<file path="config.mk">
export PLATFORM = sky130hd
export DESIGN_NAME = sprite_animator
export DESIGN_NICKNAME = d
export VERILOG_FILES = /design/src/rtl/sprite_pkg.sv /design/src/rtl/anim_seq_ctrl.sv /design/src/rtl/sprite_animator.sv
export SDC_FILE = /design/constraint.sdc
export NUM_CORES = 1
export LEC_CHECK = 0
export CAP_MARGIN = 30
export CORE_ASPECT_RATIO = 1.1
export CORE_UTILIZATION = 40
export CTS_CLUSTER_DIAMETER = 200
export CTS_CLUSTER_SIZE = 28
export DETAILED_ROUTE_END_ITERATION = 8
export GPL_TIMING_DRIVEN = 0
export PLACE_DENSITY = 0.69
export SYNTH_ARGS = -nofsm -noshare
export SYNTH_HDL_FRONTEND = slang
export SYNTH_HIERARCHICAL = 1
export SYNTH_SLANG_ARGS = --single-unit
</file>
<file path="constraint.sdc">
create_clock -name clk -period 5.25 [get_ports clk]
set_clock_uncertainty 0.2 [all_clocks]
set_input_delay 1.05 -clock clk [delete_from_list [all_inputs] [get_ports clk]]
set_output_delay 1.05 -clock clk [all_outputs]
set_load 0.01 [all_outputs]
</file>
<file path="src/rtl/sprite_pkg.sv">
// Shared types and constants for the per-character sprite animator.
// Sequence ids, state bit positions, bank bases and the transparent key.
package sprite_pkg;

    typedef enum logic [1:0] {
        SEQ_IDLE = 2'd0,
        SEQ_WALK = 2'd1,
        SEQ_JUMP = 2'd2
    } seq_e;

    localparam int ST_FACE = 0;
    localparam int ST_AIR  = 1;
    localparam int ST_MOVE = 2;

    localparam logic [3:0] BASE_IDLE = 4'd0;
    localparam logic [3:0] BASE_WALK = 4'd4;
    localparam logic [3:0] BASE_JUMP = 4'd8;

    localparam logic [11:0] TRANSP_DEF = 12'h0F0;

    // Airborne wins over moving; facing never affects the sequence.
    function automatic seq_e decode_seq(input logic [2:0] st);
        if (st[ST_AIR])
            return SEQ_JUMP;
        else if (st[ST_MOVE])
            return SEQ_WALK;
        else
            return SEQ_IDLE;
    endfunction

    function automatic logic [3:0] bank_base(input seq_e s);
        unique case (s)
            SEQ_WALK: return BASE_WALK;
            SEQ_JUMP: return BASE_JUMP;
            default:  return BASE_IDLE;
        endcase
    endfunction

endpackage

</file>
<file path="src/rtl/anim_seq_ctrl.sv">
// Animation sequencer: sequence decode, change detect, hold counter,
// frame index and the image bank for the next cycle.
module anim_seq_ctrl
    import sprite_pkg::*;
#(
    parameter int N_IDLE = 4,
    parameter int N_WALK = 4,
    parameter int N_JUMP = 1,
    parameter int HOLD   = 4
) (
    input  logic       clk,
    input  logic       rst,
    input  logic       frame_tick,
    input  logic [2:0] state,
    input  logic       freeze,
    output logic [2:0] frame_idx,
    output logic [3:0] bank_nxt
);

    localparam int HW = (HOLD > 1) ? $clog2(HOLD) : 1;
    localparam logic [HW-1:0] HOLD_LAST = HW'(HOLD - 1);
    localparam logic [2:0] LAST_IDLE = 3'(N_IDLE - 1);
    localparam logic [2:0] LAST_WALK = 3'(N_WALK - 1);
    localparam logic [2:0] LAST_JUMP = 3'(N_JUMP - 1);

    seq_e seq_q;
    seq_e seq_d;
    logic [2:0] frame_d;
    logic [HW-1:0] hold_q;
    logic [HW-1:0] hold_d;

    always_ff @(posedge clk) begin
        if (rst) begin
            seq_q     <= SEQ_IDLE;
            frame_idx <= '0;
            hold_q    <= '0;
        end else begin
            seq_q     <= seq_d;
            frame_idx <= frame_d;
            hold_q    <= hold_d;
        end
    end

    always_comb begin
        seq_d   = decode_seq(state);
        frame_d = frame_idx;
        hold_d  = hold_q;
        if (seq_d != seq_q) begin
            frame_d = '0;
            hold_d  = '0;
        end else if (frame_tick && !freeze) begin
            if (hold_q == HOLD_LAST) begin
                hold_d = '0;
                unique case (seq_q)
                    SEQ_JUMP:
                        frame_d = (frame_idx == LAST_JUMP) ?
                                  frame_idx : frame_idx + 3'd1;
                    SEQ_WALK:
                        frame_d = (frame_idx == LAST_WALK) ?
                                  3'd0 : frame_idx + 3'd1;
                    default:
                        frame_d = (frame_idx == LAST_IDLE) ?
                                  3'd0 : frame_idx + 3'd1;
                endcase
            end else begin
                hold_d = hold_q + 1'b1;
            end
        end
        // Bank is derived from next-state so it lands with frame_idx.
        bank_nxt = bank_base(seq_d) + {1'b0, frame_d};
    end

endmodule

</file>
<file path="src/rtl/sprite_animator.sv">
// Per-character sprite engine: animation control, mirrored ROM
// addressing and a 3-stage pixel pipeline with transparency flag.
module sprite_animator
    import sprite_pkg::*;
#(
    parameter int SPR_W  = 47,
    parameter int SPR_H  = 64,
    parameter int ADDR_W = 14,
    parameter int PIX_W  = 12,
    parameter int N_IDLE = 4,
    parameter int N_WALK = 4,
    parameter int N_JUMP = 1,
    parameter int HOLD   = 4,
    parameter logic [PIX_W-1:0] TRANSP = PIX_W'(TRANSP_DEF)
) (
    input  logic              clk,
    input  logic              rst,
    input  logic              frame_tick,
    input  logic [2:0]        state,
    input  logic              freeze,
    input  logic [5:0]        pix_x,
    input  logic [6:0]        pix_y,
    input  logic              pix_req,
    output logic [3:0]        rom_bank,
    output logic [ADDR_W-1:0] rom_addr,
    input  logic [PIX_W-1:0]  rom_data,
    output logic [PIX_W-1:0]  pix_out,
    output logic              pix_opaque,
    output logic              pix_valid,
    output logic [2:0]        frame_idx
);

    localparam logic [ADDR_W-1:0] W_A    = ADDR_W'(SPR_W);
    localparam logic [ADDR_W-1:0] W_LAST = ADDR_W'(SPR_W - 1);

    logic [3:0]        bank_nxt;
    logic [ADDR_W-1:0] col;
    logic [ADDR_W-1:0] addr_d;
    logic              in_range;
    logic              v1;
    logic              v2;

    anim_seq_ctrl #(
        .N_IDLE (N_IDLE),
        .N_WALK (N_WALK),
        .N_JUMP (N_JUMP),
        .HOLD   (HOLD)
    ) u_ctrl (
        .clk        (clk),
        .rst        (rst),
        .frame_tick (frame_tick),
        .state      (state),
        .freeze     (freeze),
        .frame_idx  (frame_idx),
        .bank_nxt   (bank_nxt)
    );

    // Facing left reads the stored image right-to-left.
    always_comb begin
        col = state[ST_FACE] ? ADDR_W'(pix_x)
                             : W_LAST - ADDR_W'(pix_x);
        addr_d   = ADDR_W'(pix_y) * W_A + col;
        in_range = (int'(pix_x) < SPR_W) && (int'(pix_y) < SPR_H);
    end

    always_ff @(posedge clk) begin
        if (rst) begin
            rom_addr   <= '0;
            rom_bank   <= '0;
            v1         <= 1'b0;
            v2         <= 1'b0;
            pix_out    <= '0;
            pix_opaque <= 1'b0;
            pix_valid  <= 1'b0;
        end else begin
            rom_addr   <= addr_d;
            rom_bank   <= bank_nxt;
            v1         <= pix_req && in_range;
            v2         <= v1;
            pix_out    <= v2 ? rom_data : '0;
            pix_opaque <= v2 && (rom_data != TRANSP);
            pix_valid  <= v2;
        end
    end

endmodule

</file>
==> metrics, run 1 <==
result of the run=finished, violations left; violated checks=DRC; critical path launch point type=input pin; kind of cell adding the most delay to the critical path=adder cells; I/O pin count=68; Die X-Extent=84.4 um; worst-path cell with the longest stage delay=sky130_fd_sc_hd__fa_1; number of flops mapped to enable cells by yosys=0; Core ar.=7130 sq um; sequential share of power=0.280; worst-case vdd ir drop=143 uV; Nets=475; # diodes=0; Routed Wire Length=5360 um; crit-path max cell delay=0.54 ns; antenna-violating nets left=0; Pre-antenna DRT Iters=7; setup fix buffers added after clock tree synthesis=0; post-detailed-route via-to-cell ratio=4.78; sequential fraction of the synthesis area=0.275; total number of vias=2,215; post-synthesis sequential element count=41; library cell occupying the most area in the post-synthesis netlist=sky130_fd_sc_hd__dfxtp_1; met3 usage=0.0250; most congested layer reported by global routing=met2; final non-filler cell total=463; maximum number of buffers from clock root to sink=2; cts bufs inserted=5; routability congestion estimate from global placement=0.800; power share of the clock group=0.181; aggregate negative setup slack=0 ns; power density normalized to cell area=336 nW/um^2; Global Route Usage Sum=0.145; asr flop ratio synth=0; Arrival @ worst endpoint=4.99 ns; total clock sinks=41; post-route worst setup slack=0.227 ns; leading register cell type out of synthesis=sky130_fd_sc_hd__dfxtp_1; clock slew seen by the registers of the worst setup and hold paths=0.07 ns; Netlist cell types=48; synthesized area divided by synthesized cell count=9.83 sq um; utilization of the core after routing=0.543; Synth top area share=0.275; min cycle time layout=5.02 ns; min-delay worst type=flip-flop to flip-flop; number of global-route vias before repair=2,119; highest net fanout along the worst path=5; layout cell share with drive strength beyond 1=0.0503; count of warnings emitted by yosys=6; full die area=7820 sq um; net count after synthesis=401; final count of negative-setup-slack endpoints=0; total of fill cells in the finished design=664; clock tree from TritonCTS=yes; Slew HR=0.626; setup repair after global routing missed its margin=no; count of pins over their slew limit=0; number of antenna violations at the first check in global routing=0; H-Tree Depth=2; Sw Share=0.366; reported max-cap violation count=0; leading cell types by total area after synthesis=sky130_fd_sc_hd__dfxtp_1 27%, sky130_fd_sc_hd__ha_1 17%, sky130_fd_sc_hd__fa_1 15%, sky130_fd_sc_hd__inv_1 7.2%, sky130_fd_sc_hd__nor2b_1 3.4%; worst slack on hold paths=0.251 ns; cell count after placement=456; Hold Violations, Final=0; growth of design area from synthesis to finish=29.6%; number of design rule violations left after detail routing=11; number of I/O port buffers=67; Net Switching=475 uW; routed len/inst=11.6 um; gr ovfl total=0; critical path start-end classification=input pin to flip-flop; post-cts gate resize count=4; starting utilization of the core area=0.419; DR iter-0 viols=61; pin count of the biggest net entering global routing=13; worst path required time=5.22 ns; met2 track utilization from global routing=0.251; Tightest Pin Transition=0.561 ns; leading cell type in the layout, fill and taps excluded=sky130_fd_sc_hd__clkdlybuf4s50_1; fmax=199 MHz; area of the mapped netlist=2990 sq um; Mapped Cells=304; worst slack after detailed placement=-0.365 ns; ordered list of cells on the worst path=dlygate4sd2_1 > inv_1 > fa_1 > inv_1 > ha_1 > inv_1 > fa_1 > fa_1 > inv_1 > ha_1 > a21oi_1 > nor2b_1 > a311o_1 > a31oi_1 > mux2_1; most common cell type on the critical path=sky130_fd_sc_hd__inv_1; most frequent cells in the layout=61 x sky130_fd_sc_hd__clkdlybuf4s50_1, 57 x sky130_fd_sc_hd__inv_1, 41 x sky130_fd_sc_hd__ha_1, 41 x sky130_fd_sc_hd__dfxtp_1, 23 x sky130_fd_sc_hd__fa_1; global-route wire length before repair=9260 um; internal power contribution=825 uW; share of the clock period used by the worst path after layout=0.957; portion of total power attributed to combinational logic=0.539; met1 demand-to-capacity share in global routing=0.190; clock tree root buffer cell=sky130_fd_sc_hd__clkbuf_8; Setup crit end kind=flip-flop; Row Count=32; reg-to-reg setup timing slack=3.16 ns; Clock Latency Late Sink=0.28 ns; height of the chip=92.6 um; Buf/Inv on CP=5; Hold Buf Count CTS=0; leakage component of the power=1.84 nW; DPL Wire Length=4560 um
[routing by layer]
| layer | up-vias | part of all wire |
|---|---|---|
| met4 | 0 | 0.0047 |
| met2 | 59 | 0.47 |
| met1 | 1009 | 0.46 |
| met5 | - | 0 |
| li1 | 1144 | - |
| met3 | 3 | 0.065 |
[cells in the mapped netlist (2+ instances only)]
| cell type | count |
|---|---|
| sky130_fd_sc_hd__nor2_1 | 18 |
| sky130_fd_sc_hd__xnor2_1 | 6 |
| sky130_fd_sc_hd__nor3_1 | 4 |
| sky130_fd_sc_hd__a211oi_1 | 4 |
| sky130_fd_sc_hd__and3_1 | 3 |
| sky130_fd_sc_hd__o21ai_0 | 3 |
| sky130_fd_sc_hd__xor2_1 | 6 |
| sky130_fd_sc_hd__fa_1 | 23 |
| sky130_fd_sc_hd__nor4bb_1 | 2 |
| sky130_fd_sc_hd__a21o_1 | 5 |
| sky130_fd_sc_hd__mux2_1 | 3 |
| sky130_fd_sc_hd__a31oi_1 | 4 |
| sky130_fd_sc_hd__nand2_1 | 4 |
| sky130_fd_sc_hd__ha_1 | 41 |
| sky130_fd_sc_hd__nand3_1 | 4 |
| sky130_fd_sc_hd__a211oi_2 | 3 |
| sky130_fd_sc_hd__inv_1 | 57 |
| sky130_fd_sc_hd__dfxtp_1 | 41 |
| sky130_fd_sc_hd__clkbuf_1 | 4 |
| sky130_fd_sc_hd__nor2b_1 | 16 |
| sky130_fd_sc_hd__and2_1 | 13 |
| sky130_fd_sc_hd__mux2i_1 | 2 |
| sky130_fd_sc_hd__a21oi_1 | 10 |
| sky130_fd_sc_hd__buf_4 | 2 |
| sky130_fd_sc_hd__nor4b_1 | 3 |
[through the flow]
step / area (sq um) / power, mW
after global placement: 3760 / 1.07
after floorplan: 2990 / 0.870
after global routing: 3870 / 1.43
after CTS: 3860 / 1.32
after detailed placement: 3760 / 1.08
final: 3870 / 1.30
[layout make-up]
cell class | count | area (sq um) | share of cell area
Sequential cell | 41 | 821 | 0.212
Multi-Input combinational cell | 199 | 1920 | 0.495
Inverter | 57 | 214 | 0.0553
Tap cell | 85 | 106 | 0.0275
Clock inverter | 2 | 35.0 | 0.00905
Buffer | 7 | 35.0 | 0.00905
Clock buffer | 5 | 68.8 | 0.0178
Timing Repair Buffer | 67 | 674 | 0.174
[path summary, 6_finish.rpt]
check,startpoint,to,depth (start not counted)
hold reg to reg,v1,v2,1
hold / removal,v1,v2,1
setup / recovery,pix_y[2],rom_addr[10],15
setup reg to reg,u_ctrl/frame_idx[0],rom_bank[3],7
[power groups by stage]
stage                     registers [mW]  logic, mW  clock network [mW]
after global routing               0.367      0.800               0.259
after detailed placement           0.373      0.704                   0
final                              0.364      0.700               0.236
after CTS                          0.366      0.709               0.245
after global placement             0.371      0.698                   0
after floorplan                    0.390      0.480                   0
[sequential cells by signal, indices dropped and copies added (netlist names)]
name,cells
rom_addr,14
pix_out,12
rom_bank,4
u_ctrl/frame_idx,3
u_ctrl/hold_q,2
u_ctrl/seq_q,2
pix_opaque,1
pix_valid,1
v1,1
v2,1
[cells by family (layout without fill, tap and decap cells)]
group | after synthesis | count (layout) | synth area share
XOR/XNOR | 12 | 12 | 0.0352
multiplexers | 5 | 5 | 0.0180
AND/OR/NAND/NOR | 75 | 75 | 0.152
AO/OA/AOI/OAI | 43 | 43 | 0.111
flip-flops | 41 | 41 | 0.275
adder cells (fa/ha/maj) | 64 | 64 | 0.326
buffers and inverters | 64 | 138 | 0.0833
No activity file was read; power rests on OpenSTA's default activity.
==> run 2: changes to the inputs <==
--- a/config.mk
+++ b/config.mk
@@ -7,12 +7,12 @@
 export LEC_CHECK = 0
 export CAP_MARGIN = 30
 export CORE_ASPECT_RATIO = 1.1
-export CORE_UTILIZATION = 40
+export CORE_UTILIZATION = 51
 export CTS_CLUSTER_DIAMETER = 200
 export CTS_CLUSTER_SIZE = 28
 export DETAILED_ROUTE_END_ITERATION = 8
 export GPL_TIMING_DRIVEN = 0
-export PLACE_DENSITY = 0.69
+export PLACE_DENSITY = 0.84
 export SYNTH_ARGS = -nofsm -noshare
 export SYNTH_HDL_FRONTEND = slang
 export SYNTH_HIERARCHICAL = 1
==> run 2 against run 1 <==
  * The run now ends clean
  * Fmax shrank 0.57%
  * Critical path depth is the same
  * Final area up 0.65%
  * Clock-buffer cell count stayed put
  * Total power rose by 5.5%
  * Non-clock buffer count unchanged
  * Clock power up 27%
  * Largest power group unchanged
  * Sequential share of layout area shrank 0.14 points
  * Worst setup slack worse by 0.029 ns
==> metrics, run 2 (synthesis results as in run 1) <==
Worst Hold Path Cells=1 (unchanged); Row Count=28 (-13%); number of global-route vias before repair=2,222 (+4.9%); Net Switching=491 uW (+3.2%); cts bufs inserted=5 (unchanged); layout cell share with drive strength beyond 1=0.0528 (+0.00251); result of the run=completed; worst slack on hold paths=0.257 ns (+0.00583 ns); critical path start-end classification=input pin to flip-flop; number of antenna violations at the first check in global routing=0 (unchanged); Global Route Usage Sum=0.196 (+0.0503); total number of vias=2,331 (+5.2%); most common cell type on the critical path=sky130_fd_sc_hd__inv_1; Nets=475 (unchanged); biggest regs=rom_addr: 14 flops, pix_out: 12 flops, rom_bank: 4 flops; power density normalized to cell area=352 nW/um^2 (+4.8%); met3 usage=0.0231 (-0.00190); gr ovfl total=0 (unchanged); number of design rule violations left after detail routing=0 (-11); routed len/inst=12.5 um (+8.1%); worst slack after detailed placement=-0.379 ns (-0.0140 ns); multi-input gate area in the final layout=1920 sq um (unchanged); count of pins over their slew limit=0 (unchanged); most frequent cells in the layout=61 x sky130_fd_sc_hd__clkdlybuf4s50_1, 57 x sky130_fd_sc_hd__inv_1, 41 x sky130_fd_sc_hd__ha_1, 41 x sky130_fd_sc_hd__dfxtp_1, 23 x sky130_fd_sc_hd__fa_1; portion of total power attributed to combinational logic=0.517 (-0.022); Arrival @ worst endpoint=5.02 ns (+0.03 ns); post-route worst setup slack=0.199 ns (-0.0288 ns); kind of cell adding the most delay to the critical path=adder cells; total clock sinks=41 (unchanged); starting utilization of the core area=0.543 (+0.124); Tightest Pin Transition=0.585 ns (+0.0243 ns); # diodes=0 (unchanged); min-delay worst type=flip-flop to flip-flop; Slew HR=0.610 (-0.0162); total of fill cells in the finished design=407 (-39%); H-Tree Depth=2 (unchanged); reg-to-reg setup timing slack=3.10 ns (-0.06 ns); number of cells on the worst reg-to-reg path=7 (unchanged); power share of the clock group=0.218 (+0.037); min cycle time layout=5.05 ns (+0.0288 ns); post-detailed-route via-to-cell ratio=5.13 (+7.3%); met2 track utilization from global routing=0.359 (+0.107); worst-path cell with the longest stage delay=sky130_fd_sc_hd__fa_1; maximum number of buffers from clock root to sink=2 (unchanged); DR iter-0 viols=31 (-49%); setup fix buffers added after clock tree synthesis=0 (unchanged); clock tree from TritonCTS=yes; growth of design area from synthesis to finish=30.4%; antenna-violating nets left=0 (unchanged); Worst Min Path Start=v1; endpoint of the worst hold path=v2; number of flip-flops under the largest register name=14 (unchanged); critical path launch point type=input pin; Routed Wire Length=5680 um (+6.0%); Clock Latency Late Sink=0.28 ns (about the same); worst path required time=5.22 ns (about the same); sequential standard cell area=821 sq um (unchanged); number of I/O port buffers=67 (unchanged); fmax=198 MHz (-0.57%); Die X-Extent=75.0 um (-11%); Buf/Inv on CP=5 (unchanged); Sw Share=0.358 (-0.00777); reported max-cap violation count=0 (unchanged); Worst R2R End=rom_bank[3]; highest net fanout along the worst path=5 (unchanged); leading cell type in the layout, fill and taps excluded=sky130_fd_sc_hd__clkdlybuf4s50_1; final count of negative-setup-slack endpoints=0 (unchanged); post-layout instance area=3900 sq um (+0.65%); I/O pin count=68 (unchanged); DPL Wire Length=4760 um (+4.4%); Hold Buf Count CTS=0 (unchanged); global-route wire length before repair=9320 um (+0.60%); share of the clock period used by the worst path after layout=0.962 (+0.00549); Setup crit end kind=flip-flop; clock slew seen by the registers of the worst setup and hold paths=0.08 ns (about the same); instance area after placement=3750 sq um (-0.33%); leakage component of the power=1.86 nW (+1.2%); full die area=6170 sq um (-21%); aggregate negative setup slack=0 ns (unchanged); height of the chip=82.3 um (-11%); Hold Violations, Final=0 (unchanged); Top reg by flops=rom_addr; crit-path max cell delay=0.54 ns (about the same); most congested layer reported by global routing=met2; clock tree root buffer cell=sky130_fd_sc_hd__clkbuf_8; worst-case vdd ir drop=149 uV (+4.5%); Pre-antenna DRT Iters=4 (-3); ordered list of cells on the worst path=dlygate4sd2_1 > inv_1 > fa_1 > inv_1 > ha_1 > inv_1 > fa_1 > fa_1 > inv_1 > ha_1 > a21oi_1 > nor2b_1 > a311o_1 > a31oi_1 > mux2_1; internal power contribution=881 uW (+6.8%); pin count of the biggest net entering global routing=15 (+2); sequential share of power=0.265 (-0.015); worst reg2reg startpoint=u_ctrl/frame_idx[0]; setup repair after global routing missed its margin=no; met1 demand-to-capacity share in global routing=0.234 (+0.0442); Core ar.=5500 sq um (-23%); routability congestion estimate from global placement=0.846 (+5.8%)
-- run 2: cell types whose count changed in the layout (fill, tap and decap cells not counted) --
cell,delta
sky130_fd_sc_hd__bufinv_16,+1
sky130_fd_sc_hd__clkinv_2,-1
sky130_fd_sc_hd__dlygate4sd2_1,-1
sky130_fd_sc_hd__dlymetal6s2s_1,+1
sky130_fd_sc_hd__inv_6,+1
-- run 2: worst reg2reg max path: stages (launching register included) --
cell and delay [ns]:
sky130_fd_sc_hd__dfxtp_1 0.35, sky130_fd_sc_hd__ha_1 0.23, sky130_fd_sc_hd__ha_1 0.28, sky130_fd_sc_hd__a211o_1 0.26, sky130_fd_sc_hd__a211oi_1 0.29, sky130_fd_sc_hd__ha_1 0.23
sky130_fd_sc_hd__xor2_1 0.13, sky130_fd_sc_hd__nor2b_1 0.13
-- run 2: metrics by stage --
| step | power, mW | cells | util |
|---|---|---|---|
| after floorplan | 0.870 | 304 | - |
| after global placement | 1.05 | 446 | 0.682 |
| after detailed placement | 1.08 | 446 | 0.682 |
| after CTS | 1.39 | 454 | 0.707 |
| after global routing | 1.49 | 454 | 0.709 |
| final | 1.37 | 454 | 0.709 |
-- run 2: how the worst max path moves through the flow --
stage / endpoint / from / depth (start not counted)
2_1_floorplan: rom_addr[13] / pix_y[2] / 14
3_3_place_gp: rom_addr[13] / pix_y[2] / 15
3_5_place_dp: rom_addr[13] / pix_y[2] / 15
4_1_cts: rom_addr[8] / pix_y[3] / 15
5_1_grt: rom_addr[10] / pix_y[2] / 15
6_report: rom_addr[8] / pix_y[2] / 15
-- run 2: area by class of cell --
cell class | count | area share
tap | 75 | 0.0241
buffer | 7 | 0.00899
clock inverter | 3 | 0.0177
clock buffer | 5 | 0.0177
sequential | 41 | 0.211
multi-input combinational | 199 | 0.492
timing repair buffer | 67 | 0.174
inverter | 57 | 0.0549
-- run 2: repair_timing --
action	CTS	global route
endpoints found under the setup margin	3	4
gates resized for setup	3	4
pin swaps	0	0
-- run 2: power by group through the flow --
stage	combinational (mW)	sequential, mW	clock, mW
after floorplan	0.480	0.390	0
after global placement	0.683	0.371	0
after detailed placement	0.710	0.372	0
after CTS	0.715	0.365	0.306
after global routing	0.804	0.367	0.317
final	0.710	0.364	0.299
-- run 2: per-layer routing --
layer / wire length, um / share of wire
met1: 2550 / 0.45
met2: 2750 / 0.48
met3: 305 / 0.054
met5: 0 / 0
met4: 76 / 0.013
